$ cat src/rtl/serial_subtractor_pkg.sv
// -----------------------------------------------------------------------------
// subtractor_pkg
//   Shared definitions for the serial subtractor family.
//   - state_e   : FSM state encoding (IDLE / RUN / DONE)
//   - cnt_width : width of a step counter that must hold 0 .. n-1
// -----------------------------------------------------------------------------
package subtractor_pkg;

    typedef enum logic [1:0] {
        IDLE = 2'b00,
        RUN  = 2'b01,
        DONE = 2'b10
    } state_e;

    // One bit more than strictly needed so n = 1 still gets a 1-bit counter.
    function automatic int cnt_width(input int n);
        return $clog2(n) + 1;
    endfunction

endpackage

$ cat src/rtl/serial_subtractor_if.sv
// -----------------------------------------------------------------------------
// serial_subtractor_if
//   Request/result bundle of the serial subtractor.
//   master : drives start/a/b/bin, observes busy/done/D/B
//   slave  : the subtractor itself
// -----------------------------------------------------------------------------
interface serial_subtractor_if #(
    parameter int WIDTH = 8
);
    logic             start;
    logic [WIDTH-1:0] a;
    logic [WIDTH-1:0] b;
    logic             bin;
    logic             busy;
    logic             done;
    logic [WIDTH-1:0] D;
    logic             B;

    modport master (output start, a, b, bin, input  busy, done, D, B);
    modport slave  (input  start, a, b, bin, output busy, done, D, B);
endinterface

$ cat src/rtl/serial_subtractor_full_subtractor.sv
// -----------------------------------------------------------------------------
// full_subtractor
//   One-bit x - y - br.
//   Ports: x (minuend bit), y (subtrahend bit), br (borrow in),
//          d (difference bit), bo (borrow out)
//   Built as two cascaded half-subtractors whose borrows are OR-ed.
// -----------------------------------------------------------------------------
module full_subtractor (
    input  logic x,
    input  logic y,
    input  logic br,
    output logic d,
    output logic bo
);
    logic d1, b1, b2;

    // first half-subtractor: x - y
    assign d1 = x ^ y;
    assign b1 = ~x & y;
    // second half-subtractor: (x - y) - br
    assign d  = d1 ^ br;
    assign b2 = ~d1 & br;

    assign bo = b1 | b2;
endmodule

$ cat src/rtl/serial_subtractor.sv
// -----------------------------------------------------------------------------
// serial_subtractor
//   Multi-cycle D = a - b - bin over WIDTH bits, DIGIT bits per clock.
//   Ports:
//     clk   : rising-edge clock
//     rst_n : asynchronous active-low reset
//     bus   : serial_subtractor_if.slave
//             start/a/b/bin in; busy/done/D/B out (all outputs registered)
//   Latency from accepted start to done is WIDTH/DIGIT cycles.
// -----------------------------------------------------------------------------
module serial_subtractor
    import subtractor_pkg::*;
#(
    parameter int WIDTH = 8,
    parameter int DIGIT = 1
) (
    input  logic                clk,
    input  logic                rst_n,
    serial_subtractor_if.slave  bus
);
    localparam int N  = WIDTH / DIGIT;
    localparam int CW = cnt_width(N);

    if (WIDTH < 1 || DIGIT < 1 || (WIDTH % DIGIT) != 0) begin : g_bad_param
        $error("serial_subtractor: WIDTH must be a positive multiple of DIGIT");
    end

    state_e           state_q, state_d;
    logic [WIDTH-1:0] a_q, a_d;
    logic [WIDTH-1:0] b_q, b_d;
    logic             br_q, br_d;
    logic [CW-1:0]    cnt_q, cnt_d;
    logic [WIDTH-1:0] res_q, res_d;
    logic             bo_q, bo_d;
    logic             busy_q, busy_d;
    logic             done_q, done_d;

    // Slice chain: borrow ripples LSB -> MSB within one step.
    logic [DIGIT:0]   brc;
    logic [DIGIT-1:0] dig;

    assign brc[0] = br_q;

    for (genvar i = 0; i < DIGIT; i++) begin : g_slice
        full_subtractor u_fs (
            .x  (a_q[i]),
            .y  (b_q[i]),
            .br (brc[i]),
            .d  (dig[i]),
            .bo (brc[i+1])
        );
    end

    // The minuend register doubles as the result register: difference bits
    // enter at the MSB end while consumed minuend bits leave at the LSB end,
    // so after N steps it holds the full difference.
    logic [WIDTH-1:0] a_sh, b_sh;

    if (DIGIT == WIDTH) begin : g_one_step
        assign a_sh = dig;
        assign b_sh = '0;
    end else begin : g_multi_step
        assign a_sh = {dig, a_q[WIDTH-1:DIGIT]};
        assign b_sh = {{DIGIT{1'b0}}, b_q[WIDTH-1:DIGIT]};
    end

    always_comb begin
        state_d = state_q;
        a_d     = a_q;
        b_d     = b_q;
        br_d    = br_q;
        cnt_d   = cnt_q;
        res_d   = res_q;
        bo_d    = bo_q;

        case (state_q)
            IDLE, DONE: begin
                if (bus.start) begin
                    a_d     = bus.a;
                    b_d     = bus.b;
                    br_d    = bus.bin;
                    cnt_d   = '0;
                    state_d = RUN;
                end else begin
                    state_d = IDLE;
                end
            end
            RUN: begin
                a_d   = a_sh;
                b_d   = b_sh;
                br_d  = brc[DIGIT];
                cnt_d = cnt_q + CW'(1);
                if (cnt_q == CW'(N - 1)) begin
                    res_d   = a_sh;
                    bo_d    = brc[DIGIT];
                    state_d = DONE;
                end
            end
            default: state_d = IDLE;
        endcase

        // busy/done are registered images of the next state
        busy_d = (state_d == RUN);
        done_d = (state_d == DONE);
    end

    always_ff @(posedge clk or negedge rst_n) begin
        if (!rst_n) begin
            state_q <= IDLE;
            a_q     <= '0;
            b_q     <= '0;
            br_q    <= 1'b0;
            cnt_q   <= '0;
            res_q   <= '0;
            bo_q    <= 1'b0;
            busy_q  <= 1'b0;
            done_q  <= 1'b0;
        end else begin
            state_q <= state_d;
            a_q     <= a_d;
            b_q     <= b_d;
            br_q    <= br_d;
            cnt_q   <= cnt_d;
            res_q   <= res_d;
            bo_q    <= bo_d;
            busy_q  <= busy_d;
            done_q  <= done_d;
        end
    end

    assign bus.busy = busy_q;
    assign bus.done = done_q;
    assign bus.D    = res_q;
    assign bus.B    = bo_q;
endmodule

$ cat src/flat_wrapper.sv
// flat-port wrapper written by rule: the top's interface ports become plain ports
module serial_subtractor_flat import subtractor_pkg::*;
#(
    parameter int WIDTH = 8,
    parameter int DIGIT = 1
)
  (clk, rst_n, bus_start, bus_a, bus_b, bus_bin, bus_busy, bus_done, bus_D, bus_B);
  serial_subtractor_if #(.WIDTH(WIDTH)) bus_i ();
  input  logic clk;
  input  logic rst_n;
  input wire logic [$bits(bus_i.start)-1:0] bus_start;
  input wire logic [$bits(bus_i.a)-1:0] bus_a;
  input wire logic [$bits(bus_i.b)-1:0] bus_b;
  input wire logic [$bits(bus_i.bin)-1:0] bus_bin;
  output wire logic [$bits(bus_i.busy)-1:0] bus_busy;
  output wire logic [$bits(bus_i.done)-1:0] bus_done;
  output wire logic [$bits(bus_i.D)-1:0] bus_D;
  output wire logic [$bits(bus_i.B)-1:0] bus_B;
  assign bus_i.start = bus_start;
  assign bus_i.a = bus_a;
  assign bus_i.b = bus_b;
  assign bus_i.bin = bus_bin;
  assign bus_busy = bus_i.busy;
  assign bus_done = bus_i.done;
  assign bus_D = bus_i.D;
  assign bus_B = bus_i.B;
  serial_subtractor #(.WIDTH(WIDTH), .DIGIT(DIGIT)) u_core (.clk(clk), .rst_n(rst_n), .bus(bus_i));
endmodule
$ cat config.mk
export PLATFORM = sky130hd
export DESIGN_NAME = serial_subtractor_flat
export DESIGN_NICKNAME = d
export VERILOG_FILES = /design/src/rtl/serial_subtractor_pkg.sv /design/src/rtl/serial_subtractor_if.sv /design/src/rtl/serial_subtractor_full_subtractor.sv /design/src/rtl/serial_subtractor.sv /design/src/flat_wrapper.sv
export SDC_FILE = /design/constraint.sdc
export NUM_CORES = 1
export LEC_CHECK = 0
export BUFFER_PORTS_ARGS = -buffer_cell sky130_fd_sc_hd__clkbuf_2
export CAP_MARGIN = 25
export CELL_PAD_IN_SITES_DETAIL_PLACEMENT = 0
export CELL_PAD_IN_SITES_GLOBAL_PLACEMENT = 1
export CORE_MARGIN = 2
export CORE_UTILIZATION = 38
export CTS_CLUSTER_DIAMETER = 40
export DETAILED_ROUTE_END_ITERATION = 6
export PLACE_DENSITY = 0.79
export SYNTH_ARGS = -nofsm -noshare
export SYNTH_HDL_FRONTEND = slang
export SYNTH_HIERARCHICAL = 1
export SYNTH_SLANG_ARGS = --single-unit
$ cat constraint.sdc
create_clock -name clk -period 1.33 [get_ports clk]
set_input_delay 0.0665 -clock clk [delete_from_list [all_inputs] [get_ports clk]]
set_output_delay 0.0665 -clock clk [all_outputs]
set_load 0.005 [all_outputs]
==> flow_metrics.env <==
export IMPL_r2r_cells=5
export IMPL_io_pins=31
export IMPL_wl_met2_um=1320
export IMPL_swShare_pct=32.5
export IMPL_hpwl_um=1930
export IMPL_start_util_pct=39.6
export IMPL_crit_required_ns=1.50
export IMPL_post_drt_wl_per_cell_um=14.4
export IMPL_fin_area_mm2=0.00190
export IMPL_clock_sinks=34
export IMPL_yosysSeqAreaShare_pct=58.3
export IMPL_cp_arrival_ns=1.62
export IMPL_clock_latency_ns=0.29
export IMPL_dp_cells=189
export IMPL_synthesis_nets=128
export IMPL_wl_met3_um=201
export IMPL_cts_tree="built"
export IMPL_die_w_um=66.0
export IMPL_critPathKind="reg2reg"
export IMPL_ys_warn_count=6
export IMPL_tightest_slew_ns=0.453
export IMPL_cts_buffers=5
export IMPL_clkPwrFrac_pct=16.7
export IMPL_gp_congestion=0.734
export IMPL_final_common_cell="dfrtp_1"
export IMPL_p_leak_nw=1.03
export IMPL_cts_root_buf="clkbuf_8"
export IMPL_r2r_slack_ns=-0.12
export IMPL_htree_num_levels=2
export IMPL_vias_per_cell=5.17
export IMPL_rsz0062_at_grt="true"
export IMPL_ir_drop_uv=946
export IMPL_dpl_cell_area_mm2=0.00171
export IMPL_p_sw_w=0.00152
export IMPL_drive_gt1_share_pct=42.8
export IMPL_setup_tns_ns=-1.01
export IMPL_r2r_start="u_core/cnt_q[0]"
export IMPL_synth_seq_cells=34
export IMPL_power_density_mw_per_mm2=2450
export IMPL_endpoint="u_core/bus.B"
export IMPL_setup_violations=10
export IMPL_maxSlewViolCount=0
export IMPL_synthCells=106
export IMPL_port_buffers=30
export IMPL_hold_viol=0
export IMPL_fin_worst_skew_ns=0.00254
export IMPL_p_total_w=0.00466
export IMPL_p_seq_share_pct=39.4
export IMPL_layout_setup_ws_ns=-0.120
export IMPL_nets=173
export IMPL_synthArstFlopShare_pct=100
export IMPL_avgSynthCellArea_um2=13.8
export IMPL_cp_max_fo=6
export IMPL_path_clk_slew_ns=0.07
export IMPL_internal_power_w=0.00314
export IMPL_cap_violations=0
export IMPL_grt_pass1_wl_um=4690
export IMPL_grt_pass1_vias=1020
export IMPL_die_area_mm2=0.00435
export IMPL_clockBufferDepth=2
export IMPL_grt_start_max_net_pins=35
export IMPL_hold_path_class="in2reg"
export IMPL_r2r_end="u_core/bus.B"
export IMPL_vias=1033
export IMPL_violations="negative setup slack"
export IMPL_highest_layer="met4"
export IMPL_fmax_mhz=690
export IMPL_rows=22
export IMPL_grt_ovfl_total=0
export IMPL_drt_iter0_markers=14
export IMPL_drt_met1_wl_um=1320
export IMPL_worst_setup_path_end_kind="flop"
export IMPL_synth_main_ff_cell="dfrtp_1"
export IMPL_netlist_area_mm2=0.00146
export IMPL_ant_nets=0
export IMPL_status="finished, violations left"
export IMPL_pwr_share_comb_pct=43.9
export IMPL_min_period_ns=1.45
export IMPL_slew_limit_headroom_pct=69.7
export IMPL_worst_setup_path_start_kind="flop"
export IMPL_grtUsageTotal_pct=14.9
export IMPL_drtPass1Iterations=4
export IMPL_startpoint="u_core/cnt_q[0]"
export IMPL_pre_cts_slack_ns=-0.116
export IMPL_num_antenna_cells=0
export IMPL_die_h_um=66.0
export IMPL_synth_edf_count=0
export IMPL_drcViolationCount=0
export IMPL_stdcell_count=200
export IMPL_antenna_found_initial=0
export IMPL_area_growth_pct=30.4
export IMPL_ys_types=23
export IMPL_finalCritPeriodShare_pct=109
export IMPL_finalWirelength_um=2880
export IMPL_final_cell_mix="34 x dfrtp_1, 30 x clkbuf_2, 19 x a22o_1"
export IMPL_core_region_area_mm2=0.00369
-- power by group through the flow --
stage          registers [W]  logic [W]  clock network, W
2_1_floorplan        0.00178    0.00132                 0
3_3_place_gp         0.00180    0.00179                 0
3_5_place_dp         0.00182    0.00185                 0
4_1_cts              0.00181    0.00190          0.000808
5_1_grt              0.00190    0.00225          0.000867
6_report             0.00184    0.00204          0.000780
-- worst min path at each step --
stage	from	endpoint	cells after the start
after detailed placement	rst_n	u_core/cnt_q[2]	2
after global placement	rst_n	u_core/cnt_q[2]	2
final	bus_b[5]	u_core/b_q[5]	3
after global routing	bus_a[0]	u_core/a_q[0]	3
after CTS	bus_b[5]	u_core/b_q[5]	3
after floorplan	rst_n	u_core/a_q[0]	0
-- kinds of logic (layout without fill, tap and decap cells) --
| logic type | after synthesis | in the layout | synth area share, % |
|---|---|---|---|
| mux | 11 | 11 | 8.32 |
| xor+xnor | 1 | 1 | 0.600 |
| buf+inv | 10 | 56 | 4.20 |
| flops | 34 | 34 | 58.3 |
| compound gates | 36 | 36 | 20.0 |
| fa+ha+maj | 2 | 2 | 2.23 |
| simple gates | 12 | 12 | 6.35 |
-- synth_stat cells, types with 2 or more instances --
library cell  number  area (µm²)
a21o_1            16         120
a22o_1            19         166
buf_2              4        20.0
buf_6              2        22.5
dfrtp_1           34         851
inv_1              3        11.3
mux2_2             9         101
mux2i_1            2        20.0
nand2b_1           3        18.8
-- per-stage QoR --
step | util [%] | hold slack, ns
after global routing | 51.6 | 0.0683
after floorplan | - | -0.229
after global placement | 46.5 | 0.117
after CTS | 49.9 | 0.0620
after detailed placement | 46.5 | 0.123
final | 51.6 | 0.0690
-- metal layers --
layer  GRT usage [%]  up-vias
met5               0        -
met4            5.36        0
met3            6.47        4
met2            22.7       28
met1            18.7      528
li1                -      473
-- flip-flops by register name (all words and copies together) (netlist names) --
signal and cells:
u_core/state_q 2, u_core/bus.D 8, u_core/b_q 8, u_core/bus.busy 1
u_core/a_q 8, u_core/bus.done 1, u_core/cnt_q 4, u_core/bus.B 1
u_core/br_q 1
-- critical path, cell delays in order, from the launching register on --
cell     delay (ns)
dfrtp_1        0.40
ha_4           0.16
nand2_4        0.06
nor3b_4        0.24
buf_6          0.18
mux2_4         0.30
-- area by class of cell --
cell class	instances	area (µm²)
repair buffers	45	283
well taps	48	60.1
clock inverters	1	5.00
fillers	349	1790
flip-flops and latches	34	851
clock buffers	7	86.3
inverters	3	11.3
multi-input cells	62	606
-- repair_timing --
item	in CTS	in global routing
hold buffers	2	0
pin swaps	1	2
gates cloned	0	0
endpoints found under the setup margin	27	12
setup buffers	1	0
gates resized for setup	3	14
hold endpoints to repair	35	0
Power figures use the tool's default switching activity.
